$ cat config.mk
export PLATFORM = sky130hd
export DESIGN_NAME = line_fill_controller
export DESIGN_NICKNAME = d
export VERILOG_FILES = /design/src/rtl/interface_pkg.sv /design/src/rtl/wrap_addr_gen.sv /design/src/rtl/line_fill_controller.sv
export SDC_FILE = /design/constraint.sdc
export NUM_CORES = 1
export LEC_CHECK = 0
export CAP_MARGIN = 5
export CORE_UTILIZATION = 39
export CTS_BUF_LIST = sky130_fd_sc_hd__clkbuf_4 sky130_fd_sc_hd__clkbuf_8 sky130_fd_sc_hd__clkbuf_16
export CTS_CLUSTER_SIZE = 40
export DETAILED_ROUTE_END_ITERATION = 12
export PLACE_DENSITY = 0.72
export REMOVE_ABC_BUFFERS = 1
export SYNTH_ARGS = -nofsm -noshare
export SYNTH_HDL_FRONTEND = slang
export SYNTH_HIERARCHICAL = 1
export SYNTH_SLANG_ARGS = --single-unit
$ cat constraint.sdc
create_clock -name clk -period 1.8 [get_ports clk]
set_input_delay 0.45 -clock clk [delete_from_list [all_inputs] [get_ports clk]]
set_output_delay 0.45 -clock clk [all_outputs]
set_load 0.03 [all_outputs]
$ cat src/rtl/interface_pkg.sv
// Shared AHB encodings plus the line-fill FSM state type.
package interface_pkg;

    typedef enum logic [1:0] {
        HTRANS_IDLE   = 2'b00,
        HTRANS_BUSY   = 2'b01,
        HTRANS_NONSEQ = 2'b10,
        HTRANS_SEQ    = 2'b11
    } trans_t;

    typedef enum logic [2:0] {
        BURST_SINGLE = 3'b000,
        BURST_WRAP4  = 3'b010,
        BURST_WRAP8  = 3'b100
    } burst_t;

    localparam logic [2:0] HSIZE_WORD = 3'b010;

    typedef enum logic [2:0] {
        FS_IDLE  = 3'd0,
        FS_ADDR  = 3'd1,
        FS_BURST = 3'd2,
        FS_DRAIN = 3'd3,
        FS_DONE  = 3'd4,
        FS_ERR   = 3'd5
    } fill_state_t;

    function automatic burst_t burst_for(input int line_words);
        return (line_words == 8) ? BURST_WRAP8 : BURST_WRAP4;
    endfunction

endpackage

$ cat src/rtl/wrap_addr_gen.sv
// Next address of a wrapping word burst: the in-line word index increments
// modulo LINE_WORDS, upper address bits are untouched.
module wrap_addr_gen #(
    parameter int LINE_WORDS = 4
) (
    input  logic [31:0] addr_i,
    output logic [31:0] next_addr_o
);
    localparam int K = $clog2(LINE_WORDS);

    logic [K-1:0] slot_inc;
    logic         unused_byte_lane;

    assign slot_inc         = addr_i[K+1:2] + K'(1);
    assign next_addr_o      = {addr_i[31:K+2], slot_inc, 2'b00};
    assign unused_byte_lane = ^addr_i[1:0];

endmodule

$ cat src/rtl/line_fill_controller.sv
// Cache line fill engine: accepts a miss, issues one critical-word-first AHB
// wrapping read burst, forwards the first word early and returns the full line.
module line_fill_controller
    import interface_pkg::*;
#(
    parameter int LINE_WORDS = 4
) (
    input  logic                     clk,
    input  logic                     rstn,
    input  logic                     miss_req,
    input  logic [31:0]              miss_addr,
    output logic                     miss_ack,
    output logic                     crit_valid,
    output logic [31:0]              crit_data,
    output logic                     fill_valid,
    output logic [31:0]              fill_addr,
    output logic [LINE_WORDS*32-1:0] fill_data,
    output logic                     fill_err,
    output logic [31:0]              haddr,
    output logic [1:0]               htrans,
    output logic [2:0]               hburst,
    output logic [2:0]               hsize,
    output logic                     hwrite,
    input  logic [31:0]              hrdata,
    input  logic                     hready,
    input  logic                     hresp,
    output logic [2:0]               dbg_state
);
    localparam int K  = $clog2(LINE_WORDS);
    localparam int CW = K + 1;
    localparam logic [CW-1:0] LAST_ADDR = CW'(LINE_WORDS - 1);

    fill_state_t             state_q, state_d;
    logic [31:0]             addr_q, addr_d;
    logic [CW-1:0]           acnt_q, acnt_d;
    logic                    dph_valid_q, dph_valid_d;
    logic [K-1:0]            dph_slot_q, dph_slot_d;
    logic [LINE_WORDS*32-1:0] line_q, line_d;
    logic                    crit_valid_q, crit_valid_d;
    logic [31:0]             crit_data_q, crit_data_d;
    logic                    crit_done_q, crit_done_d;
    logic [31:0]             fill_addr_q, fill_addr_d;
    logic [31:0]             addr_next;
    logic                    beat_ok, beat_err;
    logic                    unused_miss_lane;

    wrap_addr_gen #(.LINE_WORDS(LINE_WORDS)) u_wrap (
        .addr_i      (addr_q),
        .next_addr_o (addr_next)
    );

    assign hsize            = HSIZE_WORD;
    assign hwrite           = 1'b0;
    assign crit_valid       = crit_valid_q;
    assign crit_data        = crit_data_q;
    assign fill_addr        = fill_addr_q;
    assign fill_data        = line_q;
    assign dbg_state        = state_q;
    assign unused_miss_lane = ^miss_addr[1:0];

    // Handshakes: miss_req stays high until the single-cycle miss_ack; an AHB
    // address or data phase completes only in a cycle where hready=1.
    always_comb begin
        state_d      = state_q;
        addr_d       = addr_q;
        acnt_d       = acnt_q;
        dph_valid_d  = dph_valid_q;
        dph_slot_d   = dph_slot_q;
        line_d       = line_q;
        crit_valid_d = 1'b0;
        crit_data_d  = crit_data_q;
        crit_done_d  = crit_done_q;
        fill_addr_d  = fill_addr_q;
        miss_ack     = 1'b0;
        htrans       = HTRANS_IDLE;
        haddr        = 32'h0;
        hburst       = BURST_SINGLE;
        fill_valid   = 1'b0;
        fill_err     = 1'b0;

        beat_err = dph_valid_q && hresp;
        beat_ok  = dph_valid_q && hready && !hresp;

        if (beat_ok) begin
            line_d[{dph_slot_q, 5'b00000} +: 32] = hrdata;
            if (!crit_done_q) begin
                crit_valid_d = 1'b1;
                crit_data_d  = hrdata;
                crit_done_d  = 1'b1;
            end
        end
        if (hready) begin
            dph_valid_d = 1'b0;
        end

        case (state_q)
            FS_IDLE: begin
                if (miss_req && rstn) begin
                    miss_ack    = 1'b1;
                    addr_d      = {miss_addr[31:2], 2'b00};
                    fill_addr_d = {miss_addr[31:K+2], {(K+2){1'b0}}};
                    acnt_d      = '0;
                    crit_done_d = 1'b0;
                    dph_valid_d = 1'b0;
                    state_d     = FS_ADDR;
                end
            end
            FS_ADDR, FS_BURST: begin
                htrans = (state_q == FS_ADDR) ? HTRANS_NONSEQ : HTRANS_SEQ;
                haddr  = addr_q;
                hburst = burst_for(LINE_WORDS);
                if (hready) begin
                    dph_valid_d = 1'b1;
                    dph_slot_d  = addr_q[K+1:2];
                    addr_d      = addr_next;
                    acnt_d      = acnt_q + CW'(1);
                    if (state_q == FS_ADDR) begin
                        state_d = FS_BURST;
                    end else if (acnt_q == LAST_ADDR) begin
                        state_d = FS_DRAIN;
                    end
                end
            end
            FS_DRAIN: begin
                if (beat_ok) begin
                    state_d = FS_DONE;
                end
            end
            FS_DONE: begin
                fill_valid = 1'b1;
                state_d    = FS_IDLE;
            end
            FS_ERR: begin
                fill_err    = 1'b1;
                dph_valid_d = 1'b0;
                state_d     = FS_IDLE;
            end
            default: state_d = FS_IDLE;
        endcase

        // An error response wins over any address accepted in the same cycle.
        if (beat_err) begin
            state_d     = FS_ERR;
            dph_valid_d = 1'b0;
        end
    end

    always_ff @(posedge clk or negedge rstn) begin
        if (!rstn) begin
            state_q      <= FS_IDLE;
            addr_q       <= '0;
            acnt_q       <= '0;
            dph_valid_q  <= 1'b0;
            dph_slot_q   <= '0;
            line_q       <= '0;
            crit_valid_q <= 1'b0;
            crit_data_q  <= '0;
            crit_done_q  <= 1'b0;
            fill_addr_q  <= '0;
        end else begin
            state_q      <= state_d;
            addr_q       <= addr_d;
            acnt_q       <= acnt_d;
            dph_valid_q  <= dph_valid_d;
            dph_slot_q   <= dph_slot_d;
            line_q       <= line_d;
            crit_valid_q <= crit_valid_d;
            crit_data_q  <= crit_data_d;
            crit_done_q  <= crit_done_d;
            fill_addr_q  <= fill_addr_d;
        end
    end

endmodule

==> flow_summary.yaml, run 1 <==
floorplan:
  core-area_um2: 24500
  io_pins: 309
  core.rowCount: 57
  die_w_um: 161
  dieHeight_um: 161
  dieArea_um2: 25900
  start_util_pct: 40.2
timing:
  finalHoldViolations: 0
  relSlewSlack_pct: 38.2
  fin_skew_ps: 9.51
  setup_ws_ps: -534
  setup_viol: 75
  final_max_slew_viol_count: 0
  finalCritPeriodShare_pct: 130
  tightest_slew_ps: 927
  tns_ps: -27510
  holdWs_ps: 45.3
  timing.fmax_mhz: 429
  min_period_ps: 2330
  rsz0062_at_grt: "yes"
route:
  wire_per_inst_um: 19.0
  avgViaCountPerCell: 5.01
  wl_mm: 29.7
  drt_drc_violations_left: 0
  vias: 7835
  first_iter_violations: 495
  ant_nets: 0
  drtPass1Iterations: 5
yosys:
  yosysUniqueCellTypes: 38
  ys_ff_latch: 231
  ys_warn_count: 6
  async_reset_ff_share_pct: 100
  synthTopCellsByCount: "dfrtp_1 (231), nand2_1 (199), o21ai_0 (87)"
  synth.top_cell.area_share_pct: 58.6
  synth_area_leader_cell: "dfrtp_1"
  synth_ff_type: "dfrtp_1"
  syn_area_um2: 9860
  yosysSeqAreaShare_pct: 58.6
  synth_edf_count: 0
  yosysMostFrequentCell: "dfrtp_1"
  avgSynthCellArea_um2: 10.8
  netlist_top_cells_area: "dfrtp_1 (59%), nand2_1 (7.6%), mux2_2 (5.0%)"
  synthCells: 909
placed_design:
  dpl_cell_area_um2: 13100
  hpwl_mm: 18.2
  dpl_worst_slack_ps: -328
  io_buffers: 296
  gp_congestion: 0.787
cells_and_area:
  antennaDiodeCount: 0
  drive_above_1_share_pct: 21.8
  regArea_um2: 5780
  multiInputGateArea_um2: 3690
  nets: 1298
  nFillCells: 2097
  stdcell_area_um2: 14600
  area_growth_pct: 48.3
power:
  power.leakage_nw: 7.16
  powerDensity_nw_per_um2: 2110
  ir_drop_v: 0.00158
critical_path:
  crit_slowest_cell: "dfrtp_1"
  start_kind: "flop"
  crit_buf_inv: 4
  worst_ep_arrival_time_ps: 1880
  slowest_delay_ps: 400
  required_ps: 1350
  cp_top_family: "buffers and inverters"
  crit_chain: "buf_6, nand2b_4, a21oi_4, buf_12, buf_12, and2_1, buf_6"
  worstSetupPathType: "flop to output port"
  worstSetupEndpointType: "output port"
  crit_fanout: 14
grt:
  antenna_found_initial: 0
  grt_max_degree: 159
  grt_use_total_pct: 21.7
  grt_pass1_wl_mm: 44.2
  grt_overflow: 0
  first_global_vias: 7660
clock_tree:
  tritoncts: "done"
  clock-sinks: 231
  insertion_delay_ps: 520
  h-tree-depth: 1
  cts_buffer_depth: 3
  cts_hold_repair.buffers: 0
  cts-buffers-inserted: 25
  clk_pin_slew_ps: 60
  cts_root_buf: "clkbuf_16"
worst_hold_path:
  hp-class: "input pin to async pin"
run_status:
  status: "finished with violations"
  failed_checks: "negative setup slack"
flow_run:
  maxCapViolations: 0
[flip-flops by register name (all words and copies together), names as in the netlist]
name,cells
acnt_q,3
addr_q,32
crit_done_q,1
dph_valid_q,1
crit_valid,1
fill_addr,28
fill_data,128
dph_slot_q,2
dbg_state,3
crit_data,32
[repair_timing]
action | CTS | global route
hold endpoints to repair | 0 | 0
endpoints found under the setup margin | 228 | 184
pin swaps | 7 | 9
cloned | 3 | 9
gates resized for setup | 281 | 50
buffers inserted | 15 | 14
[cells in the final DEF (no fill, tap or decap), types with 9 or more instances in the layout]
master           count
a21oi_1             30
a22o_1              32
and2_1              16
and2_4              16
buf_12              17
buf_4               42
buf_6               47
clkbuf_16           31
clkdlybuf4s15_1     13
clkdlybuf4s50_1     65
conb_1              12
dfrtp_1            230
dlygate4sd2_1      171
inv_1                9
mux2_1               9
mux2_2              42
mux2_4              11
mux2i_1             31
nand2_1            195
nor2_1              33
o21ai_0             85
o21ai_1             19
[per-layer routing]
| layer | global-route usage [%] | share of wire (%) | up-vias |
|---|---|---|---|
| met5 | 0 | 0 | - |
| met4 | 5.57 | 2.2 | 0 |
| met3 | 5.26 | 7.6 | 44 |
| met2 | 36.4 | 48 | 322 |
| met1 | 28.0 | 42 | 3845 |
| li1 | - | - | 3624 |
[power breakdown]
part / switching, mW / leakage (nW) / internal (mW) / total [mW]
combinational: 9.81 / 3.78 / 7.24 / 17.1
sequential: 1.24 / 2.97 / 7.37 / 8.61
clock: 2.09 / 0.416 / 3.06 / 5.15
total: 13.1 / 7.16 / 17.7 / 30.8
[worst reg2reg max path, delay by kind of cell, from the launching register on]
kind | cells | cell delay (ps)
buffers and inverters | 7 | 990
flip-flops | 1 | 410
AO/OA/AOI/OAI | 1 | 320
AND/OR/NAND/NOR | 1 | 210
multiplexers | 1 | 70
[path summary, 6_finish.rpt]
kind	slack [ps]	startpoint	cells past startpoint	to
max	-530	dbg_state[1]	7	haddr[3]
min	50	rstn	2	dbg_state[1]
max reg2reg	-300	dbg_state[0]	10	acnt_q[0]
min reg2reg	470	fill_data[66]	2	fill_data[66]
max in group asynchronous	1000	rstn	2	fill_data[7]
min in group clk	440	rstn	4	dbg_state[0]
[through the flow]
| stage | utilization, % | total power [mW] | std cells |
|---|---|---|---|
| 2_1_floorplan | - | 15.9 | 818 |
| 3_3_place_gp | 53.5 | 23.8 | 1482 |
| 3_5_place_dp | 53.5 | 24.2 | 1482 |
| 4_1_cts | 58.0 | 29.7 | 1545 |
| 5_1_grt | 59.6 | 32.3 | 1564 |
| 6_report | 59.6 | 30.8 | 1564 |
[layout make-up]
class / instances / area share, %
Clock inverter: 8 / 0.505
Timing Repair Buffer: 377 / 26.5
Multi-Input combinational cell: 577 / 25.2
Tap cell: 324 / 2.77
Clock buffer: 37 / 5.19
Inverter: 10 / 0.257
Sequential cell: 231 / 39.5
[logic make-up (layout without fill, tap and decap cells)]
| group | count (synthesis) | after routing | synth area share [%] |
|---|---|---|---|
| AND/OR/NAND/NOR | 288 | 288 | 12.8 |
| AO/OA/AOI/OAI | 176 | 176 | 10.6 |
| adder cells (fa/ha/maj) | 7 | 7 | 0.888 |
| XOR/XNOR | 1 | 1 | 0.0889 |
| buffers and inverters | 110 | 432 | 6.59 |
| flip-flops | 231 | 231 | 58.6 |
| other | 3 | 12 | 0.114 |
| multiplexers | 93 | 93 | 10.2 |
Power figures use the tool's default switching activity.
==> run 2: changes to the inputs <==
CORE_UTILIZATION = 42   (was 39)
PLACE_DENSITY = 0.76   (was 0.72)
==> flow_summary.yaml, run 2 (synthesis results as in run 1) <==
cells_and_area:
  nets: 1303
  drive_above_1_share_pct: 22.6
  largest_reg_flops: 128
  final_cell_mix: "dfrtp_1 (229), nand2_1 (195), dlygate4sd2_1 (171), o21ai_0 (84), clkdlybuf4s50_1 (65)"
  postLayoutCoreUtil_pct: 64.3
  layout_commonest_cell: "dfrtp_1"
  final_cells: 1556
  area_growth_pct: 49.1
  antennaDiodeCount: 0
  nFillCells: 1803
floorplan:
  core-area_um2: 22800
  dieArea_um2: 24100
  start_util_pct: 43.1
  die_w_um: 155
  core.rowCount: 55
  io_pins: 309
  dieHeight_um: 155
timing:
  tightest_slew_ps: 533
  fin_skew_ps: 5.21
  relSlewSlack_pct: 64.5
  timing.fmax_mhz: 430
  rsz0062_at_grt: "yes"
  finalCritPeriodShare_pct: 129
  setup_ws_ps: -527
  finalHoldViolations: 16
  min_period_ps: 2330
  holdWs_ps: -18.2
  final_max_slew_viol_count: 0
  setup_viol: 78
  tns_ps: -27050
grt:
  grt_overflow: 0
  first_global_vias: 7683
  antenna_found_initial: 0
  met2_usage_pct: 39.9
  busiest_layer: "met2"
  grt_pass1_wl_mm: 43.4
  grtUsageMet1_pct: 28.2
  grt_use_total_pct: 23.1
  use_met3_pct: 6.24
  grt_max_degree: 93
critical_path:
  crit_fanout: 12
  required_ps: 1350
  rr_endpoint: "addr_q[22]"
  start_kind: "flop"
  worstSetupEndpointType: "output port"
  crit_end: "haddr[23]"
  r2r_start: "dbg_state[0]"
  r2r_cells: 10
  reg2reg_slack_ps: -280
  critPathLaunch: "dbg_state[0]"
  worstSetupPathType: "flop to output port"
  worst_ep_arrival_time_ps: 1880
clock_tree:
  cts-buffers-inserted: 25
  insertion_delay_ps: 520
  clk_pin_slew_ps: 70
  clock-sinks: 231
  cts_root_buf: "clkbuf_16"
  tritoncts: "done"
  cts_buffer_depth: 3
  h-tree-depth: 1
route:
  first_iter_violations: 286
  ant_nets: 0
  drt_drc_violations_left: 0
  vias: 7769
  wire_per_inst_um: 18.4
  drtPass1Iterations: 4
  wl_mm: 28.7
  avgViaCountPerCell: 4.99
power:
  power.leakage_nw: 7.19
  ir_drop_v: 0.00153
  powerDensity_nw_per_um2: 2090
worst_hold_path:
  hp-class: "input pin to async pin"
placed_design:
  placed_cells: 1480
  dpl_worst_slack_ps: -344
  hpwl_mm: 18.0
  io_buffers: 296
  gp_congestion: 0.794
run_status:
  failed_checks: "negative hold slack, negative setup slack"
  status: "finished with violations"
flow_run:
  maxCapViolations: 0
## run 2: cell types whose count changed in the layout (fill, tap and decap cells not counted), moves of 3 or more
cell      change
o21ai_2       +3
clkbuf_4      -4
and2_4        +6
and2_1        -6
## run 2: final cells by class
cell class | count | area, um2 | share of cell area [%]
Clock inverter | 12 | 126 | 0.860
Inverter | 10 | 37.5 | 0.255
Tap cell | 313 | 392 | 2.66
Clock buffer | 31 | 702 | 4.77
Timing Repair Buffer | 382 | 3960 | 27.0
Multi-Input combinational cell | 577 | 3700 | 25.1
Sequential cell | 231 | 5780 | 39.3
## run 2: how the worst min path moves through the flow
stage	from	end	slack, ps
global placement	rstn	dbg_state[2]	260
floorplan	rstn	acnt_q[0]	150
finish	rstn	fill_data[27]	-20
global route	rstn	fill_data[127]	8
CTS	rstn	fill_data[31]	20
detailed placement	rstn	dbg_state[2]	260
## run 2: routing by layer
layer / share of wire (%) / vias up
met1: 40 / 3749
met3: 8.3 / 53
met5: 0 / -
li1: - / 3651
met4: 2.4 / 0
met2: 50 / 316
## run 2: metrics by stage
step | cell area, um2 | hold WS [ps] | power [mW]
floorplan | 9280 | 154 | 15.9
global placement | 13200 | 262 | 24.0
detailed placement | 13200 | 262 | 24.4
CTS | 14400 | 20.3 | 29.9
global route | 14700 | 8.02 | 32.3
finish | 14700 | -18.2 | 30.8
## run 2: timing repair
| item | 4_1_cts | 5_1_grt |
|---|---|---|
| pin swaps | 7 | 7 |
| buffers inserted | 14 | 10 |
| cloned | 4 | 7 |
| setup endpoints to repair | 228 | 190 |
| resized for setup | 274 | 58 |
| endpoints found under the hold margin | 6 | 0 |
| hold buffers | 1 | 0 |
## run 2: critical path, cell delays in order, from the launching register on
cell and delay, ps:
dfrtp_2 430, nand2b_4 160, a21oi_4 180, buf_6 160, buf_16 140, and2_1 160
buf_6 140
## run 2: where the power goes
| group | total, mW | internal (mW) | switching (mW) |
|---|---|---|---|
| clock | 5.14 | 3.05 | 2.09 |
| combinational | 17.1 | 7.35 | 9.73 |
| sequential | 8.59 | 7.37 | 1.22 |
